--- config.mk ---
export PLATFORM = sky130hd
export DESIGN_NAME = vc_sram_port_ctrl_flat
export DESIGN_NICKNAME = d
export VERILOG_FILES = /design/src/rtl/vc_sram_port_ctrl_pkg.sv /design/src/rtl/vc_sram_port_ctrl_if.sv /design/src/rtl/vc_sram_port_ctrl_resp_queue.sv /design/src/rtl/vc_sram_port_ctrl.sv /design/src/flat_wrapper.sv
export SDC_FILE = /design/constraint.sdc
export NUM_CORES = 1
export LEC_CHECK = 0
export ABC_AREA = 1
export CORE_MARGIN = 4
export CORE_UTILIZATION = 40
export CTS_CLUSTER_SIZE = 16
export DETAILED_ROUTE_END_ITERATION = 10
export GPL_TIMING_DRIVEN = 0
export PLACE_DENSITY_LB_ADDON = 0.12
export SLEW_MARGIN = 20
export SYNTH_ARGS = -nofsm -noshare
export SYNTH_HDL_FRONTEND = slang
export SYNTH_SLANG_ARGS = --single-unit
--- constraint.sdc ---
create_clock -name clk -period 3.5 [get_ports clk]
set_input_delay 0.7 -clock clk [delete_from_list [all_inputs] [get_ports clk]]
set_output_delay 0.7 -clock clk [all_outputs]
set_load 0.05 [all_outputs]
--- src/rtl/vc_sram_port_ctrl_pkg.sv ---
// Shared constants for the SRAM port controller: request type codes and FSM encoding.
// No logic; imported by the controller top.
package vc_sram_ctrl_pkg;

   localparam logic c_req_rd = 1'b0;
   localparam logic c_req_wr = 1'b1;

   typedef enum logic {
      c_state_init  = 1'b0,
      c_state_ready = 1'b1
   } state_t;

endpackage

--- src/rtl/vc_sram_port_ctrl_if.sv ---
// Request/response val/rdy bundle between an initiator (master) and the SRAM port controller (slave).
// Widths follow the SRAM word width and depth.
interface vc_sram_port_ctrl_if #(
   parameter int p_data_nbits  = 32,
   parameter int p_num_entries = 256
);
   localparam int c_addr_nbits  = $clog2(p_num_entries);
   localparam int c_data_nbytes = (p_data_nbits + 7) / 8;

   logic                     req_val;
   logic                     req_rdy;
   logic                     req_type;
   logic [c_addr_nbits-1:0]  req_addr;
   logic [c_data_nbytes-1:0] req_byte_en;
   logic [p_data_nbits-1:0]  req_data;

   logic                     resp_val;
   logic                     resp_rdy;
   logic                     resp_type;
   logic [p_data_nbits-1:0]  resp_data;

   modport master (
      output req_val, req_type, req_addr, req_byte_en, req_data, resp_rdy,
      input  req_rdy, resp_val, resp_type, resp_data
   );

   modport slave (
      input  req_val, req_type, req_addr, req_byte_en, req_data, resp_rdy,
      output req_rdy, resp_val, resp_type, resp_data
   );

endinterface

--- src/rtl/vc_sram_port_ctrl_resp_queue.sv ---
// 2-entry in-order response queue; enq visible at deq the cycle after it is written.
// enq_rdy drops when full; count is registered so it never depends on deq_rdy.
module vc_sram_resp_queue #(
   parameter int p_nbits = 33
) (
   input  logic               clk,
   input  logic               reset,
   input  logic               i_enq_val,
   output logic               o_enq_rdy,
   input  logic [p_nbits-1:0] i_enq_data,
   output logic               o_deq_val,
   input  logic               i_deq_rdy,
   output logic [p_nbits-1:0] o_deq_data,
   output logic [1:0]         o_count
);

   logic [p_nbits-1:0] r_entry [2];
   logic               r_wr_ptr;
   logic               r_rd_ptr;
   logic [1:0]         r_count;
   logic               w_enq;
   logic               w_deq;

   assign o_enq_rdy  = (r_count != 2'd2);
   assign o_deq_val  = (r_count != 2'd0);
   assign w_enq      = i_enq_val & o_enq_rdy;
   assign w_deq      = o_deq_val & i_deq_rdy;
   assign o_deq_data = r_entry[r_rd_ptr];
   assign o_count    = r_count;

   always_ff @(posedge clk or negedge reset) begin
      if (!reset) begin
         r_wr_ptr <= 1'b0;
         r_rd_ptr <= 1'b0;
         r_count  <= 2'd0;
      end else begin
         if (w_enq) r_wr_ptr <= ~r_wr_ptr;
         if (w_deq) r_rd_ptr <= ~r_rd_ptr;
         r_count <= r_count + {1'b0, w_enq} - {1'b0, w_deq};
      end
   end

   // Payload storage needs no reset: it is only read while count is non-zero.
   always_ff @(posedge clk) begin
      if (w_enq) r_entry[r_wr_ptr] <= i_enq_data;
   end

endmodule

--- src/rtl/vc_sram_port_ctrl.sv ---
// Drives a 1rw SRAM from a val/rdy request stream and returns in-order responses, with optional zero-fill.
// Response 1 cycle after fire; 2-entry queue absorbs resp_rdy stalls, req_rdy depends only on registers.
module vc_sram_port_ctrl
   import vc_sram_ctrl_pkg::*;
#(
   parameter int p_data_nbits     = 32,
   parameter int p_num_entries    = 256,
   parameter bit p_clear_on_reset = 1'b1,
   localparam int c_addr_nbits    = $clog2(p_num_entries),
   localparam int c_data_nbytes   = (p_data_nbits + 7) / 8
) (
   input  logic                     clk,
   input  logic                     reset,
   vc_sram_port_ctrl_if.slave       mem,
   output logic                     sram_read_en,
   output logic                     sram_write_en,
   output logic [c_addr_nbits-1:0]  sram_read_addr,
   output logic [c_addr_nbits-1:0]  sram_write_addr,
   output logic [c_data_nbytes-1:0] sram_write_byte_en,
   output logic [p_data_nbits-1:0]  sram_write_data,
   input  logic [p_data_nbits-1:0]  sram_read_data,
   output logic                     init_done
);

   localparam logic [c_addr_nbits-1:0] c_last_addr = c_addr_nbits'(p_num_entries - 1);

   state_t                  r_state;
   logic [c_addr_nbits-1:0] r_clr_cnt;
   logic                    r_s1_val;
   logic                    r_s1_type;

   logic                    w_clearing;
   logic                    w_ready;
   logic                    w_fire;
   logic [p_data_nbits-1:0] w_s1_data;
   logic                    w_q_enq_val;
   logic                    w_q_enq_rdy;
   logic                    w_q_val;
   logic [p_data_nbits:0]   w_q_data;
   logic [1:0]              w_q_count;

   // Gating with reset keeps every handshake and enable low while reset is held.
   assign w_clearing  = reset & (r_state == c_state_init);
   assign w_ready     = reset & (r_state == c_state_ready);
   assign init_done   = w_ready;
   assign mem.req_rdy = w_ready & ((w_q_count + {1'b0, r_s1_val}) < 2'd2);
   assign w_fire      = mem.req_val & mem.req_rdy;

   assign sram_read_en       = w_fire & (mem.req_type == c_req_rd);
   assign sram_read_addr     = mem.req_addr;
   assign sram_write_en      = w_clearing | (w_fire & (mem.req_type == c_req_wr));
   assign sram_write_addr    = w_clearing ? r_clr_cnt : mem.req_addr;
   assign sram_write_byte_en = w_clearing ? {c_data_nbytes{1'b1}} : mem.req_byte_en;
   assign sram_write_data    = w_clearing ? {p_data_nbits{1'b0}} : mem.req_data;

   always_ff @(posedge clk or negedge reset) begin
      if (!reset) begin
         if (p_clear_on_reset) r_state <= c_state_init;
         else                  r_state <= c_state_ready;
         r_clr_cnt <= '0;
         r_s1_val  <= 1'b0;
         r_s1_type <= c_req_rd;
      end else begin
         r_s1_val <= w_fire;
         if (w_fire) r_s1_type <= mem.req_type;
         if (r_state == c_state_init) begin
            r_clr_cnt <= r_clr_cnt + c_addr_nbits'(1);
            if (r_clr_cnt == c_last_addr) r_state <= c_state_ready;
         end
      end
   end

   assign w_s1_data = (r_s1_val && (r_s1_type == c_req_rd)) ? sram_read_data : '0;

   // s1 bypasses straight to the output only when nothing older is queued and it is taken now.
   assign w_q_enq_val = r_s1_val & ~(~w_q_val & mem.resp_rdy);

   vc_sram_resp_queue #(
      .p_nbits (p_data_nbits + 1)
   ) u_resp_queue (
      .clk        (clk),
      .reset      (reset),
      .i_enq_val  (w_q_enq_val),
      .o_enq_rdy  (w_q_enq_rdy),
      .i_enq_data ({r_s1_type, w_s1_data}),
      .o_deq_val  (w_q_val),
      .i_deq_rdy  (mem.resp_rdy),
      .o_deq_data (w_q_data),
      .o_count    (w_q_count)
   );

   assign mem.resp_val  = w_q_val | r_s1_val;
   assign mem.resp_type = w_q_val ? w_q_data[p_data_nbits] : r_s1_type;
   assign mem.resp_data = w_q_val ? w_q_data[p_data_nbits-1:0] : w_s1_data;

   a_ctrl_known: assert property (@(posedge clk) disable iff (!reset)
      !$isunknown({mem.req_val, mem.resp_rdy}));
   a_addr_legal: assert property (@(posedge clk) disable iff (!reset)
      w_fire |-> (!$isunknown(mem.req_addr) && (int'(mem.req_addr) < p_num_entries)));
   a_queue_room: assert property (@(posedge clk) disable iff (!reset)
      w_q_enq_val |-> w_q_enq_rdy);
   a_rw_excl: assert property (@(posedge clk) disable iff (!reset)
      !(sram_read_en && sram_write_en));

endmodule

--- src/flat_wrapper.sv ---
// flat-port wrapper written by rule: the top's interface ports become plain ports
module vc_sram_port_ctrl_flat import vc_sram_ctrl_pkg::*;
#(
   parameter int p_data_nbits     = 32,
   parameter int p_num_entries    = 256,
   parameter bit p_clear_on_reset = 1'b1,
   localparam int c_addr_nbits    = $clog2(p_num_entries),
   localparam int c_data_nbytes   = (p_data_nbits + 7) / 8
)
  (clk, reset, sram_read_en, sram_write_en, sram_read_addr, sram_write_addr, sram_write_byte_en, sram_write_data, sram_read_data, init_done, mem_req_val, mem_req_type, mem_req_addr, mem_req_byte_en, mem_req_data, mem_resp_rdy, mem_req_rdy, mem_resp_val, mem_resp_type, mem_resp_data);
  vc_sram_port_ctrl_if #(.p_data_nbits(p_data_nbits), .p_num_entries(p_num_entries)) mem_i ();
  input  logic clk;
  input  logic reset;
  output logic sram_read_en;
  output logic sram_write_en;
  output logic [c_addr_nbits-1:0] sram_read_addr;
  output logic [c_addr_nbits-1:0] sram_write_addr;
  output logic [c_data_nbytes-1:0] sram_write_byte_en;
  output logic [p_data_nbits-1:0] sram_write_data;
  input  logic [p_data_nbits-1:0] sram_read_data;
  output logic init_done;
  input wire logic [$bits(mem_i.req_val)-1:0] mem_req_val;
  input wire logic [$bits(mem_i.req_type)-1:0] mem_req_type;
  input wire logic [$bits(mem_i.req_addr)-1:0] mem_req_addr;
  input wire logic [$bits(mem_i.req_byte_en)-1:0] mem_req_byte_en;
  input wire logic [$bits(mem_i.req_data)-1:0] mem_req_data;
  input wire logic [$bits(mem_i.resp_rdy)-1:0] mem_resp_rdy;
  output wire logic [$bits(mem_i.req_rdy)-1:0] mem_req_rdy;
  output wire logic [$bits(mem_i.resp_val)-1:0] mem_resp_val;
  output wire logic [$bits(mem_i.resp_type)-1:0] mem_resp_type;
  output wire logic [$bits(mem_i.resp_data)-1:0] mem_resp_data;
  assign mem_i.req_val = mem_req_val;
  assign mem_i.req_type = mem_req_type;
  assign mem_i.req_addr = mem_req_addr;
  assign mem_i.req_byte_en = mem_req_byte_en;
  assign mem_i.req_data = mem_req_data;
  assign mem_i.resp_rdy = mem_resp_rdy;
  assign mem_req_rdy = mem_i.req_rdy;
  assign mem_resp_val = mem_i.resp_val;
  assign mem_resp_type = mem_i.resp_type;
  assign mem_resp_data = mem_i.resp_data;
  vc_sram_port_ctrl #(.p_data_nbits(p_data_nbits), .p_num_entries(p_num_entries), .p_clear_on_reset(p_clear_on_reset)) u_core (.clk(clk), .reset(reset), .mem(mem_i), .sram_read_en(sram_read_en), .sram_write_en(sram_write_en), .sram_read_addr(sram_read_addr), .sram_write_addr(sram_write_addr), .sram_write_byte_en(sram_write_byte_en), .sram_write_data(sram_write_data), .sram_read_data(sram_read_data), .init_done(init_done));
endmodule
* Yosys cells after proc, flatten, opt, wreduce, memory -nomap -nowiden
Memories as Yosys holds them, arrays and structs flattened.
Index checks and enable logic that the tools add are counted.
W data, S select, Z words.
** Word-level totals
- RAM bits :: 66
- Memories kept :: 1
- Output and inout port bits :: 90
- Input port bits :: 81
- Register bits after elaboration :: 15
- Logic and storage cells :: 46
** Memory list
- u_core.u_resp_queue.r_entry :: words 2, width 33, read ports 1, clocked after memory_dff 0, write ports 1, line vc_sram_port_ctrl_resp_queue.sv:17 : logic [p_nbits-1:0] r_entry [2];
** Cells by class
- Mux-type cells :: 10
- Equal/unequal tests :: 2
- Bitwise logic cells :: 19
- Add/sub/neg operators :: 4
- Reduce and logical (&&, ||, !) cells :: 2
- Order comparisons :: 1
** Operator list (count)
- $mux W32 :: 3
- $and A1 B1 Y1 :: 10
- $add A8 B1 Y8 const B :: 1
- $eq A8 B8 Y1 const B :: 1
- $mux W8 :: 1
- $not A1 Y1 :: 7
- $mux W1 :: 5
- $add A2 B1 Y2 :: 2
- $mux W4 :: 1
- $lt A2 B2 Y1 const B :: 1
- $ne A2 B2 Y1 const B :: 1
- $or A1 B1 Y1 :: 2
- $reduce_bool A2 Y1 :: 1
- $sub A2 B1 Y2 :: 1
- $logic_and A1 B1 Y1 :: 1

* Longest topological paths before layout
- Word-level depth :: 8
- Depth in mapped cells :: 9
- Gate-level depth less buffers :: 9

* By module
A second synthesis with hierarchy kept.
** Second synthesis, totals
- Cells, all modules :: 551
- Area total of the unflattened synthesis :: 4599.4 µm²
** Modules (own cells, without submodules)
- vc_sram_resp_queue :: cells each 204, area an instance 2687.6 µm², instances 1, sequential area each 2082.0 µm²
- vc_sram_port_ctrl :: cells each 347, area an instance 1911.8 µm², instances 1, sequential area each 275.3 µm²

* Worst setup path before layout
OpenSTA, ideal clock, no wires.
- Kind :: input port to flip-flop
- Start point :: in mem_resp_rdy
- End point :: mem u_core.u_resp_queue.r_entry[1][0], enable pin
- Arrival :: 2.390 ns
- Path buffers :: 0
- Stages :: 5
- Path slack :: 0.685 ns
- Setup time :: 0.425 ns
- Required time :: 3.075 ns
- Cells stage by stage :: inv_1 nand3_1 nand2_1 inv_1 nor2_1
** On the way
- Word-level cells in the longest chain between the ends :: 6
** RTL lines
- from (decl) :: line flat_wrapper.sv:27 : input wire logic [$bits(mem_i.resp_rdy)-1:0] mem_resp_rdy;
- $and A1 B1 Y1 :: line vc_sram_port_ctrl.sv:76 : assign w_q_enq_val = r_s1_val & ~(~w_q_val & mem.resp_rdy);
- $not A1 Y1 :: line vc_sram_port_ctrl.sv:76
- $and A1 B1 Y1 :: line vc_sram_port_ctrl.sv:76
- $and A1 B1 Y1 :: line vc_sram_port_ctrl_resp_queue.sv:26 : assign w_enq = i_enq_val & o_enq_rdy;
- $mux W1 :: line vc_sram_port_ctrl_resp_queue.sv:45 : if (w_enq) r_entry[r_wr_ptr] <= i_enq_data;
- $mux W1 (not written as such) :: line vc_sram_port_ctrl_resp_queue.sv:45
- to (decl) :: line vc_sram_port_ctrl_resp_queue.sv:17
Every way passes these cells.

* Final worst setup path
- Start point :: reg u_core.u_resp_queue.r_count[1] (netlist: u_core.u_resp_queue.o_count[1])
- End point :: out mem_resp_data[2]
** On the way
- Word-level cells in the longest chain between the ends :: 2
** RTL lines
- from (decl) :: line vc_sram_port_ctrl_resp_queue.sv:20 : logic [1:0] r_count;
- from (signal assigned) :: line vc_sram_port_ctrl_resp_queue.sv:39 : r_count <= r_count + {1'b0, w_enq} - {1'b0, w_deq};
- $reduce_bool A2 Y1 :: line vc_sram_port_ctrl_resp_queue.sv:25 : assign o_deq_val = (r_count != 2'd0);
- $mux W32 :: line vc_sram_port_ctrl.sv:94 : assign mem.resp_data = w_q_val ? w_q_data[p_data_nbits-1:0] : w_s1_data;
- to (decl) :: line flat_wrapper.sv:31 : output wire logic [$bits(mem_i.resp_data)-1:0] mem_resp_data;
Every way passes these cells.

==> reports/qor.yml <==
p_sw_mw: 1.91
crit_path_top_delay_cell: "clkdlybuf4s50_1"
ctsHoldBuffers: 0
fp.dieH_microns: 110
drtAntennaViolNets: 0
antenna_found_initial: 0
drive_gt1_frac: 0.0828
seq_area_sq_um: 2360
grt_pass1_vias: 3738
outcome: "finished clean"
fin_skew_ns: 0.00727
cts_buffers: 9
tritoncts: "done"
cts.sinks: 81
p_leak_nw: 2.70
setup.worst_path.start: "u_core.u_resp_queue.o_count[1]"
multi_input_area_sq_um: 1300
switching_share: 0.473
required_ns: 2.80
num_antenna_cells: 0
fp-row-count: 36
reg2reg_slack_ns: 1.58
max_freq_ghz: 0.306
grt_max_degree: 21
worstReg2RegEnd: "u_core.u_resp_queue.r_entry[1][17]"
cp.arrival_ns: 2.57
totalPowerFinal_mw: 4.04
hold_path.class: "in2async"
dieWidth_microns: 110
power_density_nw_per_um2: 643
synth_area_leader_cell: "edfxtp_1"
synth_top_cell_area_share: 0.478
instances_no_fill: 797
fin_crit_ns: 3.27
clkLatencyLatePin_ns: 0.35
overflow: 0
timing.final.crit_share: 0.933
synthTopCellsByArea: "edfxtp_1 48%, nor2_1 12%, dfrtp_1 9.0%, inv_1 7.6%, nand2_1 6.8%"
io_pins: 171
combPwrFrac: 0.569
crit_type: "reg2out"
drtIter0Drc: 179
worst_setup_path_start_kind: "flop"
post_drt_wl_per_cell_microns: 14.4
synth_warnings: 0
cts_max_level: 3
drc: 0
die_area_sq_um: 12100
nets: 743
whs_ns: 0.385
ys_seq_elements: 81
cts_resized: 3
path_cells: "nor2_2 -> buf_1 -> nand2_1 -> o31ai_1 -> clkdlybuf4s50_1"
ys_seq_area_frac: 0.568
globalplace.congestion: 0.752
core-area_sq_um: 9950
worstMarginPinSlew_ns: 0.670
drv_slew: 0
cts-root-buf: "clkbuf_8"
synth_area_sq_um: 4150
worst_path_largest_cell_delay_ns: 0.87
fill_cells: 847
clockPowerShare: 0.167
grt_use_total: 0.190
dp_hpwl_mm: 8.58
synth_nets: 560
syn_inst: 476
dpl.cell_count: 781
r2r_cells: 6
cp-end-kind: "output pin"
via_per_inst: 4.52
p_int_mw: 2.13
irDropWorstVdd_mv: 0.536
vias: 3604
start_util: 0.417
crit_fanout: 10
drtPass1Iterations: 4
grt_pass1_wl_mm: 17.8
ys_types: 23
setup-violations-final: 0
reg2reg_from: "u_core.u_resp_queue.o_count[1]"
power_frac_seq: 0.263
finalHoldViolations: 0
cts.reportedPaths.clkPinSlew_ns: 0.09
rsz0062_at_grt: "no"
syn_avg_cell_area_sq_um: 8.72
slew_headroom: 0.552
portBuffers: 170
area_growth_pct: 51.4
maxCapViolations: 0
routed_wl_mm: 11.5
postCtsSetupBuffers: 0
ctsLongestPathBuffers: 2
metrics by stage:
step / setup WS (ns) / instance area, sq um / util / setup TNS [ns]
final: 0.233 / 6280 / 0.631 / 0
after global routing: 0.0353 / 6280 / 0.631 / 0
after CTS: 0.234 / 6280 / 0.631 / 0
after detailed placement: -0.349 / 6090 / 0.611 / -13.04
after global placement: -0.658 / 6020 / 0.604 / -53.33
after floorplan: 0.685 / 4150 / - / 0
final cells by class:
class	instances	area share
flip-flops and latches	81	0.375
well taps	133	0.0265
multi-input cells	278	0.206
clock buffers	10	0.0203
clock inverters	6	0.0108
repair buffers	172	0.280
plain buffers	30	0.0291
inverters	87	0.0520
layer usage:
| metal | part of all wire | global-route usage |
|---|---|---|
| met1 | 0.42 | 0.238 |
| met2 | 0.53 | 0.337 |
| met3 | 0.046 | 0.0341 |
| met4 | 0.0096 | 0.0534 |
| met5 | 0 | 0 |
sequential cells by signal, summed over array words and instances, names as in the netlist:
signal,count
u_core.r_clr_cnt,8
u_core.r_s1_type,1
u_core.r_s1_val,1
u_core.r_state,1
u_core.u_resp_queue.o_count,2
u_core.u_resp_queue.r_entry,66
u_core.u_resp_queue.r_rd_ptr,1
u_core.u_resp_queue.r_wr_ptr,1
cells by family after synthesis:
family                   after synthesis  share of synthesized area
AO/OA/AOI/OAI                         38                     0.0657
adder cells (fa/ha/maj)                3                    0.00905
XOR/XNOR                               8                     0.0169
AND/OR/NAND/NOR                      229                      0.217
buffers and inverters                117                      0.123
flip-flops                            81                      0.568
worst max-delay path, delay by kind of cell (launching register included):
| family | cells | cell delay (ns) |
|---|---|---|
| flops | 1 | 0.43 |
| buf+inv | 2 | 1.31 |
| simple gates | 2 | 0.38 |
| compound gates | 1 | 0.11 |
cell usage after synthesis:
library cell / instances
nor2_1: 136
inv_1: 84
nand2_1: 75
edfxtp_1: 66
o31ai_1: 32
dfrtp_1: 15
buf_2: 14
buf_4: 12
nand3_1: 6
xor2_1: 6
nor2_2: 4
o21ai_0: 4
or2_1: 4
ha_1: 3
inv_2: 3
nand4_1: 3
clkbuf_1: 2
xnor2_1: 2
a21oi_1: 1
a22oi_1: 1
buf_1: 1
buf_6: 1
nand2_4: 1
worst max-delay path by stage:
stage                                              to  slack, ns  depth (start not counted)
floorplan           u_core.u_resp_queue.r_entry[1][0]       0.68                          5
global placement    u_core.u_resp_queue.r_entry[1][9]      -0.66                          6
detailed placement                      sram_write_en      -0.35                          6
CTS                                  mem_resp_data[2]       0.23                          5
global route                             sram_read_en       0.04                          6
finish                               mem_resp_data[2]       0.23                          5
placed cells by master (no fill, tap or decap), drive strengths merged:
cell type	instances
clkdlybuf4s50	169
nor2	140
inv	88
nand2	76
edfxtp	66
o31ai	32
buf	30
dfrtp	15
clkbuf	12
xor2	6
nand3	6
o21ai	4
or2	4
nand4	3
ha	3
xnor2	2
clkinvlp	2
clkinv	2
a21oi	1
a22oi	1
bufinv	1
clkdlybuf4s15	1
power groups by stage:
stage	clock, mW	sequential (mW)	combinational [mW]
floorplan	0	1.08	1.52
finish	0.677	1.06	2.30
global route	0.735	1.07	2.43
CTS	0.697	1.06	2.32
global placement	0	1.08	2.31
detailed placement	0	1.08	2.32
(Power assumes the default switching activity.)
